`config.mk`:
```
export PLATFORM = sky130hd
export DESIGN_NAME = wb_cmd_initiator
export DESIGN_NICKNAME = d
export VERILOG_FILES = /design/src/rtl/common_pkg.sv /design/src/rtl/wb_txn.sv /design/src/rtl/wb_cmd_initiator.sv
export SDC_FILE = /design/constraint.sdc
export NUM_CORES = 1
export LEC_CHECK = 0
export CELL_PAD_IN_SITES_DETAIL_PLACEMENT = 1
export CELL_PAD_IN_SITES_GLOBAL_PLACEMENT = 1
export CORE_MARGIN = 1
export CORE_UTILIZATION = 25
export CTS_CLUSTER_SIZE = 28
export DETAILED_ROUTE_END_ITERATION = 10
export PLACE_DENSITY_LB_ADDON = 0.1
export SETUP_SLACK_MARGIN = 0.05
export SLEW_MARGIN = 40
export SYNTH_ARGS = -nofsm -noshare
export SYNTH_HDL_FRONTEND = slang
export SYNTH_SLANG_ARGS = --single-unit
```
`constraint.sdc`:
```
create_clock -name wb_clock_i -period 2.4 [get_ports wb_clock_i]
set_clock_uncertainty 0.15 [all_clocks]
set_input_delay 0.36 -clock wb_clock_i [delete_from_list [all_inputs] [get_ports wb_clock_i]]
set_output_delay 0.36 -clock wb_clock_i [all_outputs]
set_load 0.01 [all_outputs]
```
`src/rtl/common_pkg.sv`:
```
`default_nettype none
// ============================================================================
// Package : common_pkg
// Shared bus widths, command opcodes and parser states for wb_cmd_initiator.
// Rev     : 1.0  initial release
// ============================================================================
package common_pkg;

  localparam int WB_ADDR_WIDTH = 20;
  localparam int DATA_WIDTH    = 8;

  typedef enum logic [1:0] {
    CMD_WRITE_AT   = 2'b00,
    CMD_READ_AT    = 2'b01,
    CMD_WRITE_NEXT = 2'b10,
    CMD_READ_NEXT  = 2'b11
  } opcode_e;

  typedef enum logic [2:0] {
    ST_CMD      = 3'd0,
    ST_ADDR_HI  = 3'd1,
    ST_ADDR_LO  = 3'd2,
    ST_DATA     = 3'd3,
    ST_REQ      = 3'd4,
    ST_WAIT_ACK = 3'd5,
    ST_DISCARD  = 3'd6
  } state_e;

  function automatic logic is_write(input opcode_e op);
    return ~op[0];
  endfunction

  // Bits [5:4] of a command byte are reserved and must be zero.
  function automatic logic cmd_valid(input logic [7:0] cmd);
    return (cmd[5:4] == 2'b00);
  endfunction

endpackage
`default_nettype wire

```
`src/rtl/wb_txn.sv`:
```
`default_nettype none
// ============================================================================
// Module : wb_txn
// Single Wishbone B4 pipelined transfer: strobe until not stalled, then
// wait for ack with an abort after ACK_TIMEOUT cycles.
// Rev    : 1.0  initial release
// ============================================================================
module wb_txn
  import common_pkg::*;
#(
  parameter int ACK_TIMEOUT = 63
) (
  input  logic                     clk,
  input  logic                     rst_n,
  input  logic                     start,
  input  logic                     we,
  input  logic [WB_ADDR_WIDTH-1:0] addr,
  input  logic [DATA_WIDTH-1:0]    wdata,
  output logic                     accept,
  output logic                     done,
  output logic                     timeout,
  output logic [DATA_WIDTH-1:0]    rd_data,
  output logic                     rd_valid,
  output logic [WB_ADDR_WIDTH-1:0] wb_addr,
  output logic [DATA_WIDTH-1:0]    wb_wdata,
  input  logic [DATA_WIDTH-1:0]    wb_rdata,
  output logic                     wb_we,
  output logic                     wb_cyc,
  output logic                     wb_stb,
  input  logic                     wb_stall,
  input  logic                     wb_ack
);

  localparam int c_cnt_w = (ACK_TIMEOUT > 1) ? $clog2(ACK_TIMEOUT) : 1;
  localparam logic [c_cnt_w-1:0] c_cnt_last = c_cnt_w'(ACK_TIMEOUT - 1);

  logic               r_wait;
  logic [c_cnt_w-1:0] r_cnt;

  // Ack is honoured in the acceptance cycle as well as afterwards.
  assign accept  = wb_stb & ~wb_stall;
  assign done    = wb_cyc & wb_ack & (r_wait | accept);
  assign timeout = r_wait & ~wb_ack & (r_cnt == c_cnt_last);

  always_ff @(posedge clk or negedge rst_n) begin
    if (!rst_n) begin
      r_wait   <= 1'b0;
      r_cnt    <= '0;
      rd_data  <= '0;
      rd_valid <= 1'b0;
      wb_addr  <= '0;
      wb_wdata <= '0;
      wb_we    <= 1'b0;
      wb_cyc   <= 1'b0;
      wb_stb   <= 1'b0;
    end else begin
      rd_valid <= 1'b0;
      if (start) begin
        wb_cyc  <= 1'b1;
        wb_stb  <= 1'b1;
        wb_we   <= we;
        wb_addr <= addr;
        r_wait  <= 1'b0;
        if (we) begin
          wb_wdata <= wdata;
        end
      end else if (wb_cyc) begin
        if (accept) begin
          wb_stb <= 1'b0;
          r_wait <= 1'b1;
          r_cnt  <= '0;
        end
        if (done) begin
          wb_cyc <= 1'b0;
          wb_stb <= 1'b0;
          r_wait <= 1'b0;
          if (!wb_we) begin
            rd_data  <= wb_rdata;
            rd_valid <= 1'b1;
          end
        end else if (timeout) begin
          wb_cyc <= 1'b0;
          r_wait <= 1'b0;
        end else if (r_wait) begin
          r_cnt <= r_cnt + 1'b1;
        end
      end
    end
  end

endmodule
`default_nettype wire

```
`src/rtl/wb_cmd_initiator.sv`:
```
`default_nettype none
// ============================================================================
// Module : wb_cmd_initiator
// Parses byte-serial command frames and issues single Wishbone transfers.
// Rev    : 1.0  initial release
// ============================================================================
module wb_cmd_initiator
  import common_pkg::*;
#(
  parameter int ACK_TIMEOUT = 63
) (
  input  logic                     wb_clock_i,
  input  logic                     wb_reset_n_i,
  input  logic                     rx_start_i,
  input  logic [7:0]               rx_data_i,
  input  logic                     rx_valid_i,
  output logic [DATA_WIDTH-1:0]    rd_data_o,
  output logic                     rd_valid_o,
  output logic                     busy_o,
  output logic                     err_o,
  output logic [WB_ADDR_WIDTH-1:0] wb_addr_o,
  output logic [DATA_WIDTH-1:0]    wb_data_o,
  input  logic [DATA_WIDTH-1:0]    wb_data_i,
  output logic                     wb_we_o,
  output logic                     wb_cycle_o,
  output logic                     wb_strobe_o,
  input  logic                     wb_stall_i,
  input  logic                     wb_ack_i
);

  state_e                   r_state;
  opcode_e                  r_op;
  logic [WB_ADDR_WIDTH-1:0] r_addr;
  logic                     r_err;
  logic                     r_pending;

  logic                     w_parse;
  state_e                   w_eff;
  opcode_e                  w_op;
  logic                     w_start;
  logic                     w_start_we;
  logic [WB_ADDR_WIDTH-1:0] w_start_addr;
  logic                     w_accept;
  logic                     w_done;
  logic                     w_timeout;

  // A start in a byte-accepting state restarts parsing before the same-cycle byte is used.
  always_comb begin
    w_parse      = (r_state != ST_REQ) && (r_state != ST_WAIT_ACK);
    w_eff        = (w_parse && rx_start_i) ? ST_CMD : r_state;
    w_op         = opcode_e'(rx_data_i[7:6]);
    w_start      = 1'b0;
    w_start_we   = 1'b0;
    w_start_addr = r_addr;
    if (w_parse && rx_valid_i) begin
      case (w_eff)
        ST_CMD:     w_start = cmd_valid(rx_data_i) && (w_op == CMD_READ_NEXT);
        ST_ADDR_LO: begin
          if (!is_write(r_op)) begin
            w_start      = 1'b1;
            w_start_addr = {r_addr[WB_ADDR_WIDTH-1:8], rx_data_i};
          end
        end
        ST_DATA: begin
          w_start    = 1'b1;
          w_start_we = 1'b1;
        end
        default: ;
      endcase
    end
  end

  always_ff @(posedge wb_clock_i or negedge wb_reset_n_i) begin
    if (!wb_reset_n_i) begin
      r_state   <= ST_CMD;
      r_op      <= CMD_WRITE_AT;
      r_addr    <= '0;
      r_err     <= 1'b0;
      r_pending <= 1'b0;
    end else if (w_parse) begin
      if (rx_start_i) begin
        r_state <= ST_CMD;
        r_err   <= 1'b0;
      end
      if (rx_valid_i) begin
        case (w_eff)
          ST_CMD: begin
            if (!cmd_valid(rx_data_i)) begin
              r_err   <= 1'b1;
              r_state <= ST_DISCARD;
            end else begin
              r_op <= w_op;
              if (w_op == CMD_WRITE_AT || w_op == CMD_READ_AT) begin
                r_addr[WB_ADDR_WIDTH-1 -: 4] <= rx_data_i[3:0];
                r_state <= ST_ADDR_HI;
              end else if (w_op == CMD_WRITE_NEXT) begin
                r_state <= ST_DATA;
              end else begin
                r_state <= ST_REQ;
              end
            end
          end
          ST_ADDR_HI: begin
            r_addr[15:8] <= rx_data_i;
            r_state      <= ST_ADDR_LO;
          end
          ST_ADDR_LO: begin
            r_addr[7:0] <= rx_data_i;
            r_state     <= is_write(r_op) ? ST_DATA : ST_REQ;
          end
          ST_DATA:    r_state <= ST_REQ;
          default:    ;
        endcase
      end
    end else begin
      // Transfer in flight: bytes are overruns and a start is deferred to completion.
      if (rx_valid_i) begin
        r_err <= 1'b1;
      end
      if (rx_start_i) begin
        r_pending <= 1'b1;
      end
      if (w_done || w_timeout) begin
        r_state <= ST_CMD;
        if (w_done) begin
          r_addr <= r_addr + 1'b1;
        end
        if (r_pending || rx_start_i) begin
          r_pending <= 1'b0;
          r_err     <= 1'b0;
        end else if (w_timeout) begin
          r_err <= 1'b1;
        end
      end else if (r_state == ST_REQ && w_accept) begin
        r_state <= ST_WAIT_ACK;
      end
    end
  end

  wb_txn #(
    .ACK_TIMEOUT (ACK_TIMEOUT)
  ) u_txn (
    .clk      (wb_clock_i),
    .rst_n    (wb_reset_n_i),
    .start    (w_start),
    .we       (w_start_we),
    .addr     (w_start_addr),
    .wdata    (rx_data_i),
    .accept   (w_accept),
    .done     (w_done),
    .timeout  (w_timeout),
    .rd_data  (rd_data_o),
    .rd_valid (rd_valid_o),
    .wb_addr  (wb_addr_o),
    .wb_wdata (wb_data_o),
    .wb_rdata (wb_data_i),
    .wb_we    (wb_we_o),
    .wb_cyc   (wb_cycle_o),
    .wb_stb   (wb_strobe_o),
    .wb_stall (wb_stall_i),
    .wb_ack   (wb_ack_i)
  );

  assign err_o  = r_err;
  assign busy_o = wb_cycle_o;

endmodule
`default_nettype wire

```
==> impl_results.md, run 1 <==
- Synth area leaders: dfrtp_1, mux2_4, a21oi_1
- M3 GR Usage: 4.32%
- Status: finished, violations left
- R2R Path Start: r_state[2]
- N_diodes: 0
- GRT met1 Usage: around 21%
- Hold EP: u_txn.wb_addr[15]
- Fin cells: 652
- First-pass DRT Iterations: 7
- Post-DRT Antenna Nets: 0
- Pwr/cell area: about 1100 nW/µm²
- Worst Tran Pin Value: 460 ps
- Final setup violation count: 0
- Hold Vio Cnt, Final: 0
- CTS Buf Count: 9
- I/O pins: 64
- CP arrival: ~2300 ps
- Gr usage total: between 10% and 20%
- Slowest stage delay, CP: around 500 ps
- Worst-path clk slew: about 60 ps
- Fill cells: between 1500 and 2000
- Die area: 15700 µm²
- Cell family with most CP delay: simple AND/OR/NAND/NOR gates
- Vias: roughly 3200
- Largest net degree at the start of global routing: 43
- Buf+Inv Stages, Crit Path: 1
- Vias in the first global route: 3279
- Slowest-stage cell, CP: dfrtp_1
- Post-CTS Setup Bufs: 0
- First-pass GRT wire length: about 18000 µm
- Antenna violations before repair: 0
- Syn Std Cell Area: 3790 µm²
- # port buffers: 63
- Met2 Use GR: between 20% and 30%
- # Max-Cap Violations: 0
- Syn nets: 400
- Clk_lat worst skew: between 300 and 400 ps
- Post-synth EDFFs: 0
- Clock Tree Root: clkbuf_16
- Fin crit share: 90.2%
- CORE AREA: 14600 µm²
- Synthesis warning total: 0
- Die H: roughly 130 µm
- Worst path cell trace: nand2b_2 > nand3_1 > o21ai_4 > or3_1 > buf_4 > mux2_4
- Number of rows created at floorplan: 44
- Crit path from: r_state[2]
- Cell leakage power: 2.29 nW
- Syn_area_per_cell: about 10 µm²
- Vias/cell: between 4 and 5
- Layout cells sized above 1: about 18%
- Overflow after GRT: 0
- Failing checks: design-rule violations
- Hold Crit Class: flip-flop to flip-flop
- Post-Route WL: between 10000 and 15000 µm
- Clk sink count: 73
- DR DRC count: 22
- Seq cells post-synth: between 70 and 80
- Cell variety after synth: 56
- Starting Density: about a quarter
- Syn-to-layout area delta: 36.3%
- WL per Instance: 17.5 µm
- 1st-iter DRT viols: 184
- Setup crit end kind: flip-flop
- Hold Crit Start: u_txn.wb_addr[15]
- Kind of critical path: flip-flop to flip-flop
- CTS max path bufs: 2
- Asr flop ratio synth: 100%
- Crit path time final: 2170 ps
- Most Crowded Layer GR: met2
- Final Core Density: between 30% and 40%
- Dominant cell type by area after synthesis: dfrtp_1
- Setup crit start kind: flip-flop
- Main synth FF type: dfrtp_1
- Slew HR: between 60% and 70%
- Worst hold path stage count: 1
- Fin nets: 488
- Placed Instances: about 640
- RSZ-0062 raised after global routing: no
- R2R cell count: 6
- DP HPWL: just over 8000 µm
- WP data required: 2490 ps
- Reg2reg end: u_txn.rd_data[1]
- Fmax: between 400 and 500 MHz
- H-tree depth: 3
- VDD IR max: between 0.4 and 0.5 mV
- CP max FO: 9
- CTS tree: yes
- Placer Congestion: around 0.83
- Slack of the worst reg-to-reg path: between 200 and 250 ps
- Die width: 125 µm
- Mapped Cells: 375
- Seq/Total Area, Yosys: between 40% and 50%
- Fin. max-slew vios: 0
- Share of Yosys cell area claimed by the top area cell type: 48.2%
- Tot Pwr: 0.00567 W
[what timing repair did]
item | CTS | global route
hold buffers | 1 | 0
endpoints found under the hold margin | 31 | 0
gates resized for setup | 0 | 1
setup endpoints to repair | 0 | 14
[worst max-delay path by stage]
stage / to / cells after the start
2_1_floorplan: u_txn.wb_wdata[7] / 6
3_3_place_gp: u_txn.rd_data[4] / 7
3_5_place_dp: u_txn.rd_data[1] / 7
4_1_cts: u_txn.rd_data[1] / 6
5_1_grt: u_txn.r_cnt[3] / 6
6_report: u_txn.rd_data[1] / 6
[sequential cells by signal, indices dropped and copies added (netlist names), 3 cells and up]
| signal | cells |
|---|---|
| r_state | 3 |
| u_txn.wb_wdata | 8 |
| r_addr | 20 |
| u_txn.rd_data | 8 |
| u_txn.r_cnt | 6 |
| u_txn.wb_addr | 20 |
[cells in the final DEF (no fill, tap or decap), drive strengths merged, types with 2 or more instances in the layout]
master / synthesis / final
dfrtp: 73 / 73
clkdlybuf4s50: 0 / 62
a21oi: 39 / 39
buf: 11 / 37
nor2: 36 / 36
nand2: 31 / 31
mux2: 29 / 29
o21ai: 23 / 23
nand3: 17 / 17
mux2i: 9 / 9
clkbuf: 12 / 9
a31oi: 7 / 7
nand2b: 7 / 7
o31ai: 6 / 6
o22a: 6 / 6
a21o: 5 / 5
nor3: 5 / 5
inv: 5 / 5
o21a: 4 / 4
or3: 4 / 4
nand4: 4 / 4
clkinv: 0 / 4
o22ai: 3 / 3
a31o: 3 / 3
ha: 3 / 3
o2111ai: 3 / 3
o211ai: 2 / 2
o31a: 2 / 2
and2: 2 / 2
and4: 2 / 2
and3: 2 / 2
a41oi: 2 / 2
a2bb2oi: 2 / 2
bufinv: 0 / 2
nor2b: 2 / 2
[final cells by class]
type,instances,area [µm²],share of cell area [%]
sequential,73,1830,35.4
tap,184,230,4.46
timing repair buffer,100,933,18.1
clock inverter,7,95.1,1.84
inverter,5,18.8,0.363
clock buffer,9,225,4.36
multi-input combinational,274,1840,35.6
[kinds of logic (layout without fill, tap and decap cells)]
group / count (synthesis) / after routing / synth area share, %
compound gates: 117 / 117 / 20.4
mux: 38 / 38 / 12.6
buf+inv: 28 / 121 / 3.46
simple gates: 116 / 116 / 14.4
fa+ha+maj: 3 / 3 / 0.990
flops: 73 / 73 / 48.2
[report_power, final]
part           total (W)  switching, W  internal, W
Sequential       0.00209      0.000449      0.00164
Clock            0.00148      0.000568     0.000910
Combinational    0.00210       0.00104      0.00106
Total            0.00567       0.00206      0.00361
[routing by layer]
metal / wire [µm] / vias to the layer above
li1: - / 1557
met2: 5090 / 59
met5: 0 / -
met3: 421 / 9
met1: 5790 / 1574
met4: 97 / 0
[Yosys cell counts, types with 4 or more instances]
library cell	instances
a21o_1	5
a21oi_1	39
a31oi_1	7
buf_2	6
clkbuf_1	12
dfrtp_1	73
inv_1	4
mux2_1	8
mux2_2	5
mux2_4	16
mux2i_1	9
nand2_1	31
nand2b_1	7
nand3_1	17
nand4_1	4
nor2_1	35
nor3_1	5
o21a_1	4
o21ai_0	18
o21ai_1	4
o22a_1	6
o31ai_1	6
or3_1	4
[per-stage QoR]
| stage | setup TNS, ps | hold WS [ps] | worst slack, ps | cell area (µm²) |
|---|---|---|---|---|
| after CTS | 0 | 346 | 120 | 5160 |
| after floorplan | 0 | -85.6 | 358 | 3790 |
| after detailed placement | -709 | 200 | -82.7 | 4830 |
| after global routing | 0 | 360 | 94.0 | 5170 |
| after global placement | -332 | 200 | -42.3 | 4830 |
| final | 0 | 339 | 235 | 5170 |
Power figures use the tool's default switching activity.
==> run 2, diff against run 1 <==
--- a/config.mk
+++ b/config.mk
@@ -5,6 +5,7 @@
 export SDC_FILE = /design/constraint.sdc
 export NUM_CORES = 1
 export LEC_CHECK = 0
+export ABC_CLOCK_PERIOD_IN_PS = 2400
 export CELL_PAD_IN_SITES_DETAIL_PLACEMENT = 1
 export CELL_PAD_IN_SITES_GLOBAL_PLACEMENT = 1
 export CORE_MARGIN = 1
==> results of run 2 <==
The final DEF is identical to that of run 1; final timing and power are the same.
==> run 3, diff against run 2 <==
--- a/config.mk
+++ b/config.mk
@@ -10,11 +10,12 @@
 export CELL_PAD_IN_SITES_GLOBAL_PLACEMENT = 1
 export CORE_MARGIN = 1
 export CORE_UTILIZATION = 25
-export CTS_CLUSTER_SIZE = 28
 export DETAILED_ROUTE_END_ITERATION = 10
+export HOLD_SLACK_MARGIN = 0.05
 export PLACE_DENSITY_LB_ADDON = 0.1
 export SETUP_SLACK_MARGIN = 0.05
 export SLEW_MARGIN = 40
 export SYNTH_ARGS = -nofsm -noshare
 export SYNTH_HDL_FRONTEND = slang
 export SYNTH_SLANG_ARGS = --single-unit
+export TNS_END_PERCENT = 20
==> results of run 3 <==
The final DEF is identical to that of run 1; final timing and power are the same.
